===== config.mk =====
export PLATFORM = sky130hd
export DESIGN_NAME = pipe_barrel_shifter
export DESIGN_NICKNAME = d
export VERILOG_FILES = /design/src/rtl/bshift_pkg.sv /design/src/rtl/bshift_stage.sv /design/src/rtl/pipe_barrel_shifter.sv
export SDC_FILE = /design/constraint.sdc
export NUM_CORES = 1
export LEC_CHECK = 0
export BUFFER_PORTS_ARGS = -buffer_cell sky130_fd_sc_hd__buf_2
export CAP_MARGIN = 10
export CORE_MARGIN = 1
export CORE_UTILIZATION = 45
export DETAILED_ROUTE_END_ITERATION = 8
export GPL_ROUTABILITY_DRIVEN = 0
export PLACE_DENSITY = 0.75
export SETUP_SLACK_MARGIN = 0.3
export SLEW_MARGIN = 15
export SYNTH_ARGS = -nofsm -noshare
export SYNTH_HDL_FRONTEND = slang
export SYNTH_SLANG_ARGS = --single-unit

===== constraint.sdc =====
create_clock -name clk -period 1.6 [get_ports clk]
set_clock_uncertainty 0.05 [all_clocks]
set_input_delay 0.16 -clock clk [delete_from_list [all_inputs] [get_ports clk]]
set_output_delay 0.16 -clock clk [all_outputs]
set_load 0.005 [all_outputs]

===== src/rtl/bshift_pkg.sv =====
// Shared definitions for the pipelined barrel shifter: operation encodings,
// the op typedef and the legal-width helper.
package bshift_pkg;

    typedef logic [2:0] bshift_op_t;

    localparam bshift_op_t OP_SLL = 3'b000;
    localparam bshift_op_t OP_SRL = 3'b001;
    localparam bshift_op_t OP_SRA = 3'b010;
    localparam bshift_op_t OP_ROL = 3'b011;
    localparam bshift_op_t OP_ROR = 3'b100;

    // Data width must be a power of two and at least 4 bits.
    function automatic bit width_ok(input int w);
        return (w >= 4) && ((w & (w - 1)) == 0);
    endfunction

endpackage


===== src/rtl/bshift_stage.sv =====
// One pipeline stage of the barrel shifter: conditional shift/rotate by 2^STAGE
// plus its register. Carry tracking is present only when BSHIFT_CARRY_EN is defined.
module bshift_stage
    import bshift_pkg::*;
#(
    parameter  int WIDTH = 8,
    parameter  int STAGE = 0,
    localparam int SHW   = $clog2(WIDTH)
) (
    input  logic             clk,
    input  logic             rst_n,
    input  logic             advance,
    input  logic             prev_valid,
    input  logic [WIDTH-1:0] prev_data,
    input  logic [SHW-1:0]   prev_amt,
    input  bshift_op_t       prev_op,
`ifdef BSHIFT_CARRY_EN
    input  logic             prev_carry,
    output logic             carry,
`endif
    output logic             valid,
    output logic [WIDTH-1:0] data,
    output logic [SHW-1:0]   amt,
    output bshift_op_t       op
);

    localparam int SH = 1 << STAGE;

    logic [WIDTH-1:0] shifted;

    always_comb begin
        shifted = prev_data;
        if (prev_amt[STAGE]) begin
            case (prev_op)
                OP_SLL:  shifted = prev_data << SH;
                OP_SRL:  shifted = prev_data >> SH;
                OP_SRA:  shifted = WIDTH'($signed(prev_data) >>> SH);
                OP_ROL:  shifted = (prev_data << SH) | (prev_data >> (WIDTH - SH));
                OP_ROR:  shifted = (prev_data >> SH) | (prev_data << (WIDTH - SH));
                default: shifted = prev_data;
            endcase
        end
    end

`ifdef BSHIFT_CARRY_EN
    // The last bit leaving the word is whatever the most recent active stage dropped.
    logic left_out;
    logic right_out;
    logic carry_next;

    assign left_out  = prev_data[WIDTH-SH];
    assign right_out = prev_data[SH-1];

    always_comb begin
        carry_next = prev_carry;
        if (prev_amt[STAGE]) begin
            case (prev_op)
                OP_SLL, OP_ROL:         carry_next = left_out;
                OP_SRL, OP_SRA, OP_ROR: carry_next = right_out;
                default:                carry_next = prev_carry;
            endcase
        end
    end

    always_ff @(posedge clk or negedge rst_n) begin
        if (!rst_n) begin
            carry <= 1'b0;
        end else if (advance) begin
            carry <= carry_next;
        end
    end
`endif

    always_ff @(posedge clk or negedge rst_n) begin
        if (!rst_n) begin
            valid <= 1'b0;
            data  <= '0;
            amt   <= '0;
            op    <= OP_SLL;
        end else if (advance) begin
            valid <= prev_valid;
            data  <= shifted;
            amt   <= prev_amt;
            op    <= prev_op;
        end
    end

endmodule


===== src/rtl/pipe_barrel_shifter.sv =====
// Pipelined barrel shifter, one power-of-two per registered stage, latency log2(WIDTH).
// Define BSHIFT_CARRY_EN to add the out_carry port and its pipelined carry path.
module pipe_barrel_shifter
    import bshift_pkg::*;
#(
    parameter  int WIDTH = 8,
    localparam int SHW   = $clog2(WIDTH)
) (
    input  logic             clk,
    input  logic             rst_n,
    input  logic             in_valid,
    output logic             in_ready,
    input  logic [WIDTH-1:0] in_data,
    input  logic [SHW-1:0]   in_amt,
    input  logic [2:0]       in_op,
`ifdef BSHIFT_CARRY_EN
    output logic             out_carry,
`endif
    output logic             out_valid,
    input  logic             out_ready,
    output logic [WIDTH-1:0] out_data
);

    if (!width_ok(WIDTH)) begin : g_width_check
        $error("pipe_barrel_shifter: WIDTH must be a power of two and >= 4");
    end

    logic                        advance;
    logic [SHW:0]                valid_pipe;
    logic [SHW:0][WIDTH-1:0]     data_pipe;
    logic [SHW:0][SHW-1:0]       amt_pipe;
    bshift_op_t [SHW:0]          op_pipe;
    logic                        unused_tail;

    // Whole pipe moves or holds together, so bubbles never get squeezed out.
    assign advance  = !valid_pipe[SHW] || out_ready;
    assign in_ready = advance;

    assign valid_pipe[0] = in_valid;
    assign data_pipe[0]  = in_data;
    assign amt_pipe[0]   = in_amt;
    assign op_pipe[0]    = in_op;

`ifdef BSHIFT_CARRY_EN
    logic [SHW:0] carry_pipe;
    assign carry_pipe[0] = 1'b0;
    assign out_carry     = carry_pipe[SHW];
`endif

    for (genvar gi = 0; gi < SHW; gi++) begin : g_stage
        bshift_stage #(
            .WIDTH (WIDTH),
            .STAGE (gi)
        ) u_stage (
            .clk        (clk),
            .rst_n      (rst_n),
            .advance    (advance),
            .prev_valid (valid_pipe[gi]),
            .prev_data  (data_pipe[gi]),
            .prev_amt   (amt_pipe[gi]),
            .prev_op    (op_pipe[gi]),
`ifdef BSHIFT_CARRY_EN
            .prev_carry (carry_pipe[gi]),
            .carry      (carry_pipe[gi+1]),
`endif
            .valid      (valid_pipe[gi+1]),
            .data       (data_pipe[gi+1]),
            .amt        (amt_pipe[gi+1]),
            .op         (op_pipe[gi+1])
        );
    end

    assign out_valid = valid_pipe[SHW];
    assign out_data  = data_pipe[SHW];

    // Amount/op have no consumer after the final stage.
    assign unused_tail = ^{amt_pipe[SHW], op_pipe[SHW]};

endmodule

After elaboration in Yosys (flattened, before gate mapping). Index checks and enable logic that the tools add are counted.

Eq/ne operators: 12. Muxes and demuxes: 6. Bitwise logic cells: 5. Reduce and logical (&&, ||, !) cells: 6.

Operators with widths (number): one-hot mux 8 bit (5 select lines) (2); one-hot mux 8 bit (4 select lines) (1); 2-to-1 mux 8 bit (3); == test 3 x 2 -> 1 bit (second input constant) (6); == test 3 x 1 -> 1 bit (second input constant) (3); == test 3 bit (second input constant) (3); zero test 3 bit (3); bitwise OR 6 x 8 -> 8 bit (1); bitwise OR 7 x 8 -> 8 bit (1); bitwise OR 8 x 1 -> 8 bit (1); bitwise OR 8 x 2 -> 8 bit (1); bitwise OR 8 x 4 -> 8 bit (1); OR reduction 2 bit (1); zero test 1 bit (1); logical OR 1 bit (1).

Bits in registers: 39. Bits of input ports: 18.

Depth between registers and ports, before layout. Gate-level depths: netlist (run 1).

Depth in word-level cells: 4. Mapped depth: 6. Depth with buffers taken out: 5.

Cells and area by module. From an unflattened synthesis (run 1), not the netlist that was laid out.

Cell total of the unflattened synthesis: 233. Area, all modules: 2556.2 sq um.

Modules (own cells, without submodules): bshift_stage at g_stage[1].u_stage (times used 1, cells each 85, area each 907.1 sq um, sequential area each 375.4 sq um); bshift_stage at g_stage[0].u_stage (times used 1, cells each 83, area each 879.6 sq um, sequential area each 375.4 sq um); bshift_stage at g_stage[2].u_stage (times used 1, cells each 64, area each 763.2 sq um, sequential area each 375.4 sq um); pipe_barrel_shifter (times used 1, cells each 1, area each 6.3 sq um, sequential area each 0.0 sq um).

Worst setup path after synthesis (run 1). Ideal clock, no wire load.

Path type: flip-flop to flip-flop. Start: reg g_stage[0].u_stage.op[1]. End: reg g_stage[1].u_stage.data[2]. Arrival time: 1.372 ns. Required time: 1.403 ns. Slack: 0.031 ns. Cell stages (with the launch flop): 5. Clock period less this slack: 1.569 ns. Path through: dfrtp_1 xnor2_1 mux2_2 o221ai_1 o311ai_0.

Cells in the longest elaborated chain, start to end: 3. Elaborated cells on any way between the ends: 7. Classes of those cells: eq/ne (4); mux (2); reduce/logical (1).

RTL lines: start, declared (RTL line bshift_stage.sv:24) `output bshift_op_t op`; start signal, assigned (RTL line bshift_stage.sv:84) `op <= prev_op;`; == test 3 bit (tied with other cells) (RTL line bshift_stage.sv:34) `case (prev_op)`; one-hot mux 8 bit (5 select lines) * (RTL line bshift_stage.sv:34); 2-to-1 mux 8 bit * (RTL line bshift_stage.sv:33) `if (prev_amt[STAGE]) begin`; end signal, assigned (RTL line bshift_stage.sv:82) `data <= shifted;`; end, declared (RTL line bshift_stage.sv:22) `output logic [WIDTH-1:0] data,`.

Every way passes the cells marked *; elsewhere a longest branch is shown, timed or not. A chain may end at the register's enable or synchronous reset.

Final worst setup path (run 1).
Start: reg g_stage[0].u_stage.op[1]. End: reg g_stage[1].u_stage.data[7].

The elaborated chain is that of the path after synthesis.

==> results.py, run 1 <==
metrics = {
    "status": {
        "status": "completed",
    },
    "setup_path": {
        "critical-path-top-delay-family": "flip-flops",
        "path_cells": "buf_6 -> or2b_1 -> a21o_1 -> a211oi_2 -> nor3_1",
        "startpoint_type": "flop",
        "critical_path.max_fanout": 5,
        "max_stage_delay_ps": 490,
        "path_class": "flop to flop",
        "worst-endpoint-required_ps": 1720,
        "crit_slowest_cell": "sky130_fd_sc_hd__dfrtp_2",
        "critical_path.endpoint_type": "flop",
        "critical_path_buf_inv_count": 1,
        "crit_arrival_ps": 1610,
    },
    "global_routing": {
        "grt_pass1_vias": 1885,
        "largest_net_degree_at_the_start_of_global_routing": 51,
        "grt.overflow.total": 0,
        "grt_pass1_wl_um": 8776,
        "grt.total_usage": 0.2198,
        "grt_antenna_before_repair": 0,
    },
    "synthesis": {
        "mappedNetlistArea_um2": 2206,
        "synth_fp_nets": 275,
        "synth-warning-count": 0,
        "synth.avg_cell_area_um2": 8.583,
        "ys_seq_area_frac": 0.4084,
        "netlist_top_cells_area": "sky130_fd_sc_hd__dfrtp_1 (41%), sky130_fd_sc_hd__nand2_1 (6.8%), sky130_fd_sc_hd__o221ai_1 (5.6%), sky130_fd_sc_hd__o21ai_0 (3.9%), sky130_fd_sc_hd__buf_2 (3.2%)",
        "netlist_instances": 257,
        "flip_flop_and_latch_count_after_synthesis": 36,
        "synth.distinct_cells": 38,
        "yosys.area.top_type_share": 0.4084,
        "synth_top_cell_by_area": "sky130_fd_sc_hd__dfrtp_1",
    },
    "sta": {
        "period_share": 0.9304,
        "finalHoldViolCount": 0,
        "fin_tns_setup_ps": 0,
        "rsz0062_at_grt": "true",
        "tightestPinTransition_ps": 449.7,
        "post-route-min-period_ps": 1489,
        "report.final.slew_viol_count": 0,
        "final_critical_path_setup_slack_ps": 111.3,
        "maxClockFrequency_mhz": 671.7,
        "slew-limit-headroom": 0.7002,
        "setup_viol": 0,
    },
    "drt": {
        "via_count": 2117,
        "finalWirelength_um": 6091,
        "ant_nets": 0,
        "first_iter_violations": 122,
        "wl_per_cell_um": 16.83,
        "route.detailed.vias_per_inst": 5.848,
        "drt_first_pass_iters": 6,
        "drcViolationCount": 0,
    },
    "finish": {
        "layout.filler_cells": 399,
        "layout.cells.most_common": "sky130_fd_sc_hd__nand2_1",
        "ff_latch_area_um2": 904.6,
        "multi_input_comb_area_um2": 1281,
        "nNetsFinal": 313,
        "final_std_cells_w_o_fill": 362,
        "most_frequent_cells_in_the_layout": "sky130_fd_sc_hd__nand2_1 (38), sky130_fd_sc_hd__dfrtp_1 (33), sky130_fd_sc_hd__buf_2 (26)",
        "antenna_cells_inserted": 0,
        "area_delta_synth_final_pct": 33.75,
        "fraction_of_layout_instances_using_a_drive_strength_above_1": 0.3559,
    },
    "clock_network": {
        "cts_made_buffers": 5,
        "clk_pin_slew_ps": 70,
        "h-tree-depth": 2,
        "cts_max_path_buffers": 2,
        "cts-root-buf": "sky130_fd_sc_hd__clkbuf_8",
        "tritoncts": "done",
        "clkLatencyLatePin_ps": 300,
        "clock_sinks": 36,
    },
    "floorplan": {
        "number_of_ports_placed_on_the_die_boundary": 28,
        "floorplan.core_area_um2": 4723,
        "die_w_um": 72.02,
        "start_util": 0.4670,
        "std_cell_rows": 25,
        "dieArea_um2": 5186,
        "die_h_um": 72.02,
    },
    "placed_design": {
        "place_inst": 332,
        "post-dp-hpwl_um": 3523,
        "place.port_buffers": 27,
        "dp_slack_ps": 42.29,
    },
    "power": {
        "power.density_nw_per_um2": 1587,
        "p_leak_nw": 1.267,
        "peak_ir_drop_on_the_vdd_network_uv": 532.1,
    },
    "worst_hold_path": {
        "worst_hold_path_type": "primary input to flop",
    },
    "run": {
        "max_cap_viol_count": 0,
    },
}
[cell families (layout without fill, tap and decap cells)]
logic type | Yosys count | after routing | synth area share
buf+inv | 44 | 82 | 0.09869
compound gates | 89 | 89 | 0.2802
flops | 36 | 36 | 0.4084
mux | 5 | 5 | 0.02382
simple gates | 81 | 81 | 0.1809
xor+xnor | 2 | 2 | 0.007942
[cell usage after synthesis (all sizes together)]
cell type / number
nand4b: 1
nand2b: 3
o22ai: 4
nor2b: 10
clkbuf: 8
a211oi: 8
o221ai: 14
nor3b: 6
o21ai: 17
a221oi: 1
a211o: 1
nand2: 40
inv: 12
o21bai: 1
a222oi: 4
buf: 24
a21o: 3
mux2: 2
a21oi: 11
a31oi: 10
nor3: 10
o21a: 5
dfrtp: 36
and2: 1
mux2i: 3
or4b: 1
a41oi: 2
o311ai: 4
and4: 1
o31ai: 1
nor2: 6
a21boi: 3
xnor2: 2
or2b: 1
or3: 1
[routing by layer]
metal	up-vias	GRT usage	wire length, um
li1	1014	-	-
met1	1017	0.2676	2611
met2	73	0.3763	3113
met3	13	0.04583	248
met4	0	0.09804	118
met5	-	0	0
[state kept, by name, indices dropped and copies added, names as in the netlist]
signal,count
g_stage.u_stage.amt,3
g_stage.u_stage.op,6
g_stage.u_stage.data,24
g_stage.u_stage.valid,3
[worst min-delay path: cells and delay by family]
| kind | cells | cell delay, ps |
|---|---|---|
| buffers and inverters | 1 | 80 |
| and+or+nand+nor | 2 | 90 |
[metrics by stage]
step | total power [W] | cell area, um2 | util | hold slack, ps
detailed placement | 0.003351 | 2417 | 0.5118 | 172.6
global route | 0.004955 | 2950 | 0.6246 | 25.54
finish | 0.004681 | 2950 | 0.6246 | 6.314
CTS | 0.004262 | 2676 | 0.5666 | 11.46
floorplan | 0.002920 | 2258 | - | -185.6
global placement | 0.003287 | 2417 | 0.5118 | 168.4
[timing repair]
| item | in CTS | in global routing |
|---|---|---|
| setup buffers | 9 | 8 |
| endpoints found under the hold margin | 36 | 0 |
| hold buffers | 1 | 0 |
| gates resized for setup | 21 | 42 |
| setup endpoints to repair | 17 | 26 |
| gates cloned | 1 | 4 |
| pin swaps | 5 | 24 |
[final cells by class]
class,count,share of cell area
inverters,12,0.01696
multi-input cells,177,0.4343
repair buffers,63,0.1874
well taps,67,0.02841
flip-flops and latches,36,0.3066
clock buffers,6,0.02460
clock inverters,1,0.001696
[report_power, final]
part | leakage (nW) | switching [W] | internal (W)
clock | 0.0410 | 0.000335 | 0.000296
sequential | 0.418 | 0.000405 | 0.00127
combinational | 0.808 | 0.00111 | 0.00126
[worst paths after layout]
path / start / endpoint / slack, ps / cells after the start
worst max-delay path: g_stage[0].u_stage.op[1] / g_stage[1].u_stage.data[7] / 110 / 5
worst min-delay path: in_amt[1] / g_stage[0].u_stage.amt[1] / 6 / 3
worst max register to register: g_stage[0].u_stage.op[1] / g_stage[1].u_stage.data[7] / 110 / 5
worst min register to register: g_stage[0].u_stage.valid / g_stage[0].u_stage.valid / 420 / 2
max in group asynchronous: rst_n / g_stage[1].u_stage.op[0] / 780 / 3
min in group asynchronous: rst_n / g_stage[0].u_stage.op[2] / 380 / 3
Note: power is estimated with default switching activity, not from simulation.
==> run 2, diff against run 1 <==
- MAX_ROUTING_LAYER: default -> met4
==> run 2 against run 1 <==
Net effect: total power decreased by 0.27%; sequential power about the same; largest cell class unchanged; global-route usage is 0.70 points higher; first-iteration DRC count is 13% lower; design area unchanged; via count down 0.43%; clock power down 2%; utilization unchanged; worst setup slack about the same; cell count unchanged; fmax about the same; worst hold slack better by 5.4 ps.
==> results.py, run 2 (synthesized netlist as in run 1, its figures left out) <==
metrics = {
    "placed_design": {
        "dp_slack_ps": 42.29,
        "post-dp-hpwl_um": 3523,
        "placed_cell_area_um2": 2417,
        "place_inst": 332,
        "place.port_buffers": 27,
    },
    "global_routing": {
        "global_route.peak_usage_layer": "met2",
        "use_met3": 0.04583,
        "grt_antenna_before_repair": 0,
        "largest_net_degree_at_the_start_of_global_routing": 51,
        "grt.overflow.total": 0,
        "grt_pass1_wl_um": 8783,
        "grt.total_usage": 0.2268,
        "grtUsageMet1": 0.2685,
        "grt_pass1_vias": 1883,
        "grt.met2_usage": 0.3763,
    },
    "clock_network": {
        "clkLatencyLatePin_ps": 290,
        "cts_max_path_buffers": 2,
        "tritoncts": "done",
        "clk_pin_slew_ps": 70,
        "clock_sinks": 36,
        "cts_made_buffers": 5,
        "cts-root-buf": "sky130_fd_sc_hd__clkbuf_8",
        "h-tree-depth": 2,
    },
    "finish": {
        "area_delta_synth_final_pct": 33.75,
        "layout.filler_cells": 399,
        "nNetsFinal": 313,
        "flip_flop_count_of_the_largest_register_after_layout": 24,
        "multi_input_comb_area_um2": 1281,
        "fraction_of_layout_instances_using_a_drive_strength_above_1": 0.3559,
        "layout.cells.most_common": "sky130_fd_sc_hd__nand2_1",
        "most_frequent_cells_in_the_layout": "sky130_fd_sc_hd__nand2_1 (38), sky130_fd_sc_hd__dfrtp_1 (33), sky130_fd_sc_hd__buf_2 (26)",
        "final_std_cells_w_o_fill": 362,
        "finalInstanceArea_um2": 2950,
        "registers_with_the_most_flip_flops": "g_stage.u_stage.data (24), g_stage.u_stage.op (6)",
        "register_with_the_most_flip_flops": "g_stage.u_stage.data",
        "ff_latch_area_um2": 904.6,
        "antenna_cells_inserted": 0,
        "fin_util": 0.6246,
    },
    "setup_path": {
        "critPathLaunch": "g_stage[0].u_stage.op[1]",
        "cp_num_cells": 5,
        "r2r_end": "g_stage[1].u_stage.data[7]",
        "worst_r2r_path_depth": 5,
        "crit_arrival_ps": 1610,
        "reg2reg_from": "g_stage[0].u_stage.op[1]",
        "critPathCapture": "g_stage[1].u_stage.data[7]",
        "worst-endpoint-required_ps": 1720,
        "critical_path_buf_inv_count": 1,
        "r2r_slack_ps": 110,
        "path_class": "flop to flop",
        "path_cells": "buf_6 -> or2b_1 -> a21o_1 -> a211oi_2 -> nor3_1",
        "startpoint_type": "flop",
        "critical_path.max_fanout": 5,
        "crit_slowest_cell": "sky130_fd_sc_hd__dfrtp_2",
        "critical_path.endpoint_type": "flop",
        "critical-path-top-delay-family": "flip-flops",
        "max_stage_delay_ps": 490,
    },
    "sta": {
        "tightestPinTransition_ps": 453.1,
        "slew-limit-headroom": 0.6979,
        "finalHoldViolCount": 0,
        "rsz0062_at_grt": "true",
        "maxClockFrequency_mhz": 671.6,
        "final_critical_path_setup_slack_ps": 111.0,
        "period_share": 0.9306,
        "setup_viol": 0,
        "post-route-min-period_ps": 1489,
        "fin_tns_setup_ps": 0,
        "report.final.slew_viol_count": 0,
    },
    "drt": {
        "drcViolationCount": 0,
        "ant_nets": 0,
        "via_count": 2108,
        "drt_first_pass_iters": 5,
        "route.detailed.vias_per_inst": 5.823,
        "first_iter_violations": 106,
        "wl_per_cell_um": 16.83,
        "finalWirelength_um": 6092,
    },
    "power": {
        "peak_ir_drop_on_the_vdd_network_uv": 524.0,
        "power.density_nw_per_um2": 1582,
        "p_leak_nw": 1.267,
    },
    "floorplan": {
        "number_of_ports_placed_on_the_die_boundary": 28,
        "die_h_um": 72.02,
        "dieArea_um2": 5186,
        "std_cell_rows": 25,
        "die_w_um": 72.02,
        "floorplan.core_area_um2": 4723,
        "start_util": 0.4670,
    },
    "worst_hold_path": {
        "worst_hold_path_type": "primary input to flop",
    },
    "status": {
        "status": "completed",
    },
    "run": {
        "max_cap_viol_count": 0,
    },
}
==> run 2: report_power, final <==
part           leakage (nW)  switching (W)  internal, W
Clock                0.0410       0.000322     0.000296
Sequential            0.418       0.000408      0.00127
Combinational         0.808        0.00111      0.00126
==> run 2: tightest hold or removal path: cells and delay by family <==
family	cells	cell delay, ps
buf+inv	1	80
simple gates	2	90
==> run 2: final cells by class <==
class,count,area share
clock buffers,6,0.02460
clock inverters,1,0.001696
inverters,12,0.01696
multi-input cells,177,0.4343
flip-flops and latches,36,0.3066
well taps,67,0.02841
repair buffers,63,0.1874
==> run 2: metrics by stage <==
stage               total power (W)  hold slack (ps)
CTS                        0.004262            11.46
global placement           0.003287            168.4
global route               0.004956            25.54
finish                     0.004669            11.70
detailed placement         0.003351            172.6
floorplan                  0.002920           -185.6
==> run 2: worst min-delay path by stage <==
stage                     startpoint                        end  slack, ps  cells after the start
after detailed placement       rst_n  g_stage[1].u_stage.amt[2]        170                      2
final                      in_amt[1]  g_stage[0].u_stage.amt[1]         10                      3
after global routing       in_amt[1]  g_stage[0].u_stage.amt[1]         30                      3
after floorplan                rst_n  g_stage[0].u_stage.amt[1]       -190                      0
after global placement         rst_n  g_stage[1].u_stage.amt[2]        170                      2
after CTS                  in_amt[1]  g_stage[0].u_stage.amt[1]         10                      3
==> run 2: routing by layer <==
layer  vias up  routed length [um]
li1       1012                   -
met1       997                2520
met2        83                3122
met3        16                 316
met4         0                 131
met5         -                   0
==> run 2: what timing repair did <==
| action | in CTS | in global routing |
|---|---|---|
| gates resized for setup | 21 | 42 |
| gates cloned | 1 | 4 |
| pin swaps | 5 | 24 |
| endpoints found under the hold margin | 36 | 0 |
| hold buffers | 1 | 0 |
| endpoints found under the setup margin | 17 | 26 |
| setup buffers | 9 | 8 |
==> run 3, diff against run 2 <==
- PLACE_DENSITY: 0.75 -> 0.73
- clock period: 1.6 -> 1.45 ns (I/O delays scaled with it)
==> run 3 against run 2 <==
Net effect: the flow now finishes with violations (negative setup slack); utilization increased by 8.7 points; total power increased by 26%; worst hold slack got worse by 6.1 ps; clock power increased by 14%.
==> results.py, run 3 (synthesized netlist as in run 1, its figures left out) <==
metrics = {
    "setup_path": {
        "critical_path.max_fanout": 3,
        "crit_slowest_cell": "sky130_fd_sc_hd__dfrtp_1",
        "startpoint_type": "flop",
        "path_cells": "xnor2_2 -> buf_4 -> mux2_4 -> o221ai_2 -> o311ai_1",
        "path_class": "flop to flop",
        "r2r_slack_ps": -110,
        "r2r_end": "g_stage[1].u_stage.data[3]",
        "reg2reg_from": "g_stage[0].u_stage.op[0]",
        "max_stage_delay_ps": 430,
        "worst_r2r_path_depth": 5,
        "crit_arrival_ps": 1670,
        "worst-endpoint-required_ps": 1560,
        "critical-path-top-delay-family": "flip-flops",
        "critical_path_buf_inv_count": 1,
        "critical_path.endpoint_type": "flop",
    },
    "clock_network": {
        "cts_max_path_buffers": 2,
        "cts_made_buffers": 5,
        "clkLatencyLatePin_ps": 300,
        "h-tree-depth": 2,
        "clk_pin_slew_ps": 70,
        "tritoncts": "done",
        "clock_sinks": 36,
        "cts-root-buf": "sky130_fd_sc_hd__clkbuf_8",
    },
    "placed_design": {
        "post-dp-hpwl_um": 3780,
        "place_inst": 339,
        "place.port_buffers": 27,
    },
    "floorplan": {
        "std_cell_rows": 25,
        "start_util": 0.4670,
        "number_of_ports_placed_on_the_die_boundary": 28,
        "die_w_um": 72.02,
        "floorplan.core_area_um2": 4723,
        "dieArea_um2": 5186,
        "die_h_um": 72.02,
    },
    "drt": {
        "route.detailed.vias_per_inst": 6.141,
        "drcViolationCount": 0,
        "first_iter_violations": 134,
        "via_count": 2303,
        "drt_first_pass_iters": 5,
        "finalWirelength_um": 7449,
        "ant_nets": 0,
        "wl_per_cell_um": 19.86,
    },
    "power": {
        "power.density_nw_per_um2": 1745,
        "peak_ir_drop_on_the_vdd_network_uv": 732.3,
        "p_leak_nw": 1.473,
    },
    "worst_hold_path": {
        "worst_hold_path_type": "primary input to flop",
        "holdPathStages": 3,
        "min_from": "in_valid",
        "worst_hold_path.endpoint": "g_stage[0].u_stage.valid",
    },
    "sta": {
        "setup_viol": 11,
        "tightestPinTransition_ps": 445.0,
        "rsz0062_at_grt": "true",
        "finalHoldViolCount": 0,
        "final_critical_path_setup_slack_ps": -106.9,
        "report.final.slew_viol_count": 0,
        "period_share": 1.074,
        "post-route-min-period_ps": 1557,
        "maxClockFrequency_mhz": 642.3,
        "slew-limit-headroom": 0.7033,
    },
    "finish": {
        "most_frequent_cells_in_the_layout": "sky130_fd_sc_hd__dfrtp_1 (36), sky130_fd_sc_hd__buf_2 (27), sky130_fd_sc_hd__nand2_1 (20), sky130_fd_sc_hd__buf_4 (20), sky130_fd_sc_hd__o21ai_1 (13)",
        "register_with_the_most_flip_flops": "g_stage.u_stage.data",
        "area_delta_synth_final_pct": 52.30,
        "flip_flop_count_of_the_largest_register_after_layout": 24,
        "final_std_cells_w_o_fill": 375,
        "registers_with_the_most_flip_flops": "g_stage.u_stage.data (24), g_stage.u_stage.op (6)",
        "fraction_of_layout_instances_using_a_drive_strength_above_1": 0.4545,
        "layout.cells.most_common": "sky130_fd_sc_hd__dfrtp_1",
        "fin_util": 0.7113,
        "nNetsFinal": 326,
        "antenna_cells_inserted": 0,
    },
    "global_routing": {
        "largest_net_degree_at_the_start_of_global_routing": 21,
        "grt_antenna_before_repair": 0,
        "grt_pass1_vias": 2232,
        "grt_pass1_wl_um": 11140,
        "grt.overflow.total": 0,
        "grt.total_usage": 0.2960,
    },
    "status": {
        "status": "finished with violations",
        "failing_checks": "negative setup slack",
    },
    "run": {
        "max_cap_viol_count": 0,
    },
}
==> run 3: changes by cell type in the layout (fill, tap and decap cells not counted), sizes merged <==
cell	before	now
buf	59	73
clkbuf	9	7
bufbuf	0	1
==> run 3: what timing repair did <==
action / CTS / global route
resized for setup: 53 / 48
pin swaps: 21 / 20
gates cloned: 8 / 1
hold buffers: 1 / 0
hold endpoints to repair: 16 / 0
setup buffers: 10 / 9
setup endpoints to repair: 24 / 36
==> run 3: report_power, final <==
part / switching (W) / internal (W) / leakage (nW)
sequential: 0.000470 / 0.00140 / 0.422
clock: 0.000377 / 0.000327 / 0.0410
combinational: 0.00154 / 0.00176 / 1.01
total: 0.00238 / 0.00348 / 1.47
==> run 3: worst reg2reg max path, cell delays in order, from the launching register on <==
cell and delay, ps:
sky130_fd_sc_hd__dfrtp_1 430, sky130_fd_sc_hd__xnor2_2 240, sky130_fd_sc_hd__buf_4 170, sky130_fd_sc_hd__mux2_4 300
sky130_fd_sc_hd__o221ai_2 120, sky130_fd_sc_hd__o311ai_1 110
==> run 3: cell type report <==
| cell class | count | area, um2 |
|---|---|---|
| sequential | 36 | 900.9 |
| multi-input combinational | 177 | 1450 |
| inverter | 12 | 45.04 |
| clock buffer | 6 | 72.57 |
| tap | 67 | 83.83 |
| fill | 332 | 1364 |
| timing repair buffer | 76 | 802.0 |
| clock inverter | 1 | 5.005 |
==> run 3: metal layers <==
layer / vias up / routed length [um] / global-route usage
met2: 100 / 3883 / 0.5157
met4: 0 / 325 / 0.1481
met5: - / 0 / -
li1: 1040 / - / -
met3: 32 / 386 / 0.06389
met1: 1131 / 2854 / 0.3185
==> run 3: worst max path at each step <==
stage,start,to,cells after the start
after floorplan,g_stage[1].u_stage.op[0],g_stage[2].u_stage.data[0],5
after detailed placement,g_stage[1].u_stage.op[2],g_stage[2].u_stage.data[1],4
after global placement,g_stage[1].u_stage.op[2],g_stage[2].u_stage.data[2],4
final,g_stage[0].u_stage.op[0],g_stage[1].u_stage.data[3],5
after global routing,g_stage[0].u_stage.op[0],g_stage[1].u_stage.data[3],5
after CTS,g_stage[1].u_stage.op[1],g_stage[2].u_stage.data[1],4
==> run 3: through the flow <==
step | setup slack [ps] | TNS [ps] | total power, W | cell area, um2 | hold slack, ps
3_3_place_gp | -9.340 | -23.07 | 0.003760 | 2509 | 47.22
2_1_floorplan | -14.82 | -47.72 | 0.003321 | 2335 | -200.6
4_1_cts | -44.83 | -139.4 | 0.005210 | 3048 | 5.224
3_5_place_dp | -42.59 | -138.9 | 0.003824 | 2509 | 55.06
5_1_grt | -147.5 | -1252 | 0.006143 | 3359 | 15.41
6_report | -106.9 | -535.7 | 0.005864 | 3359 | 5.633
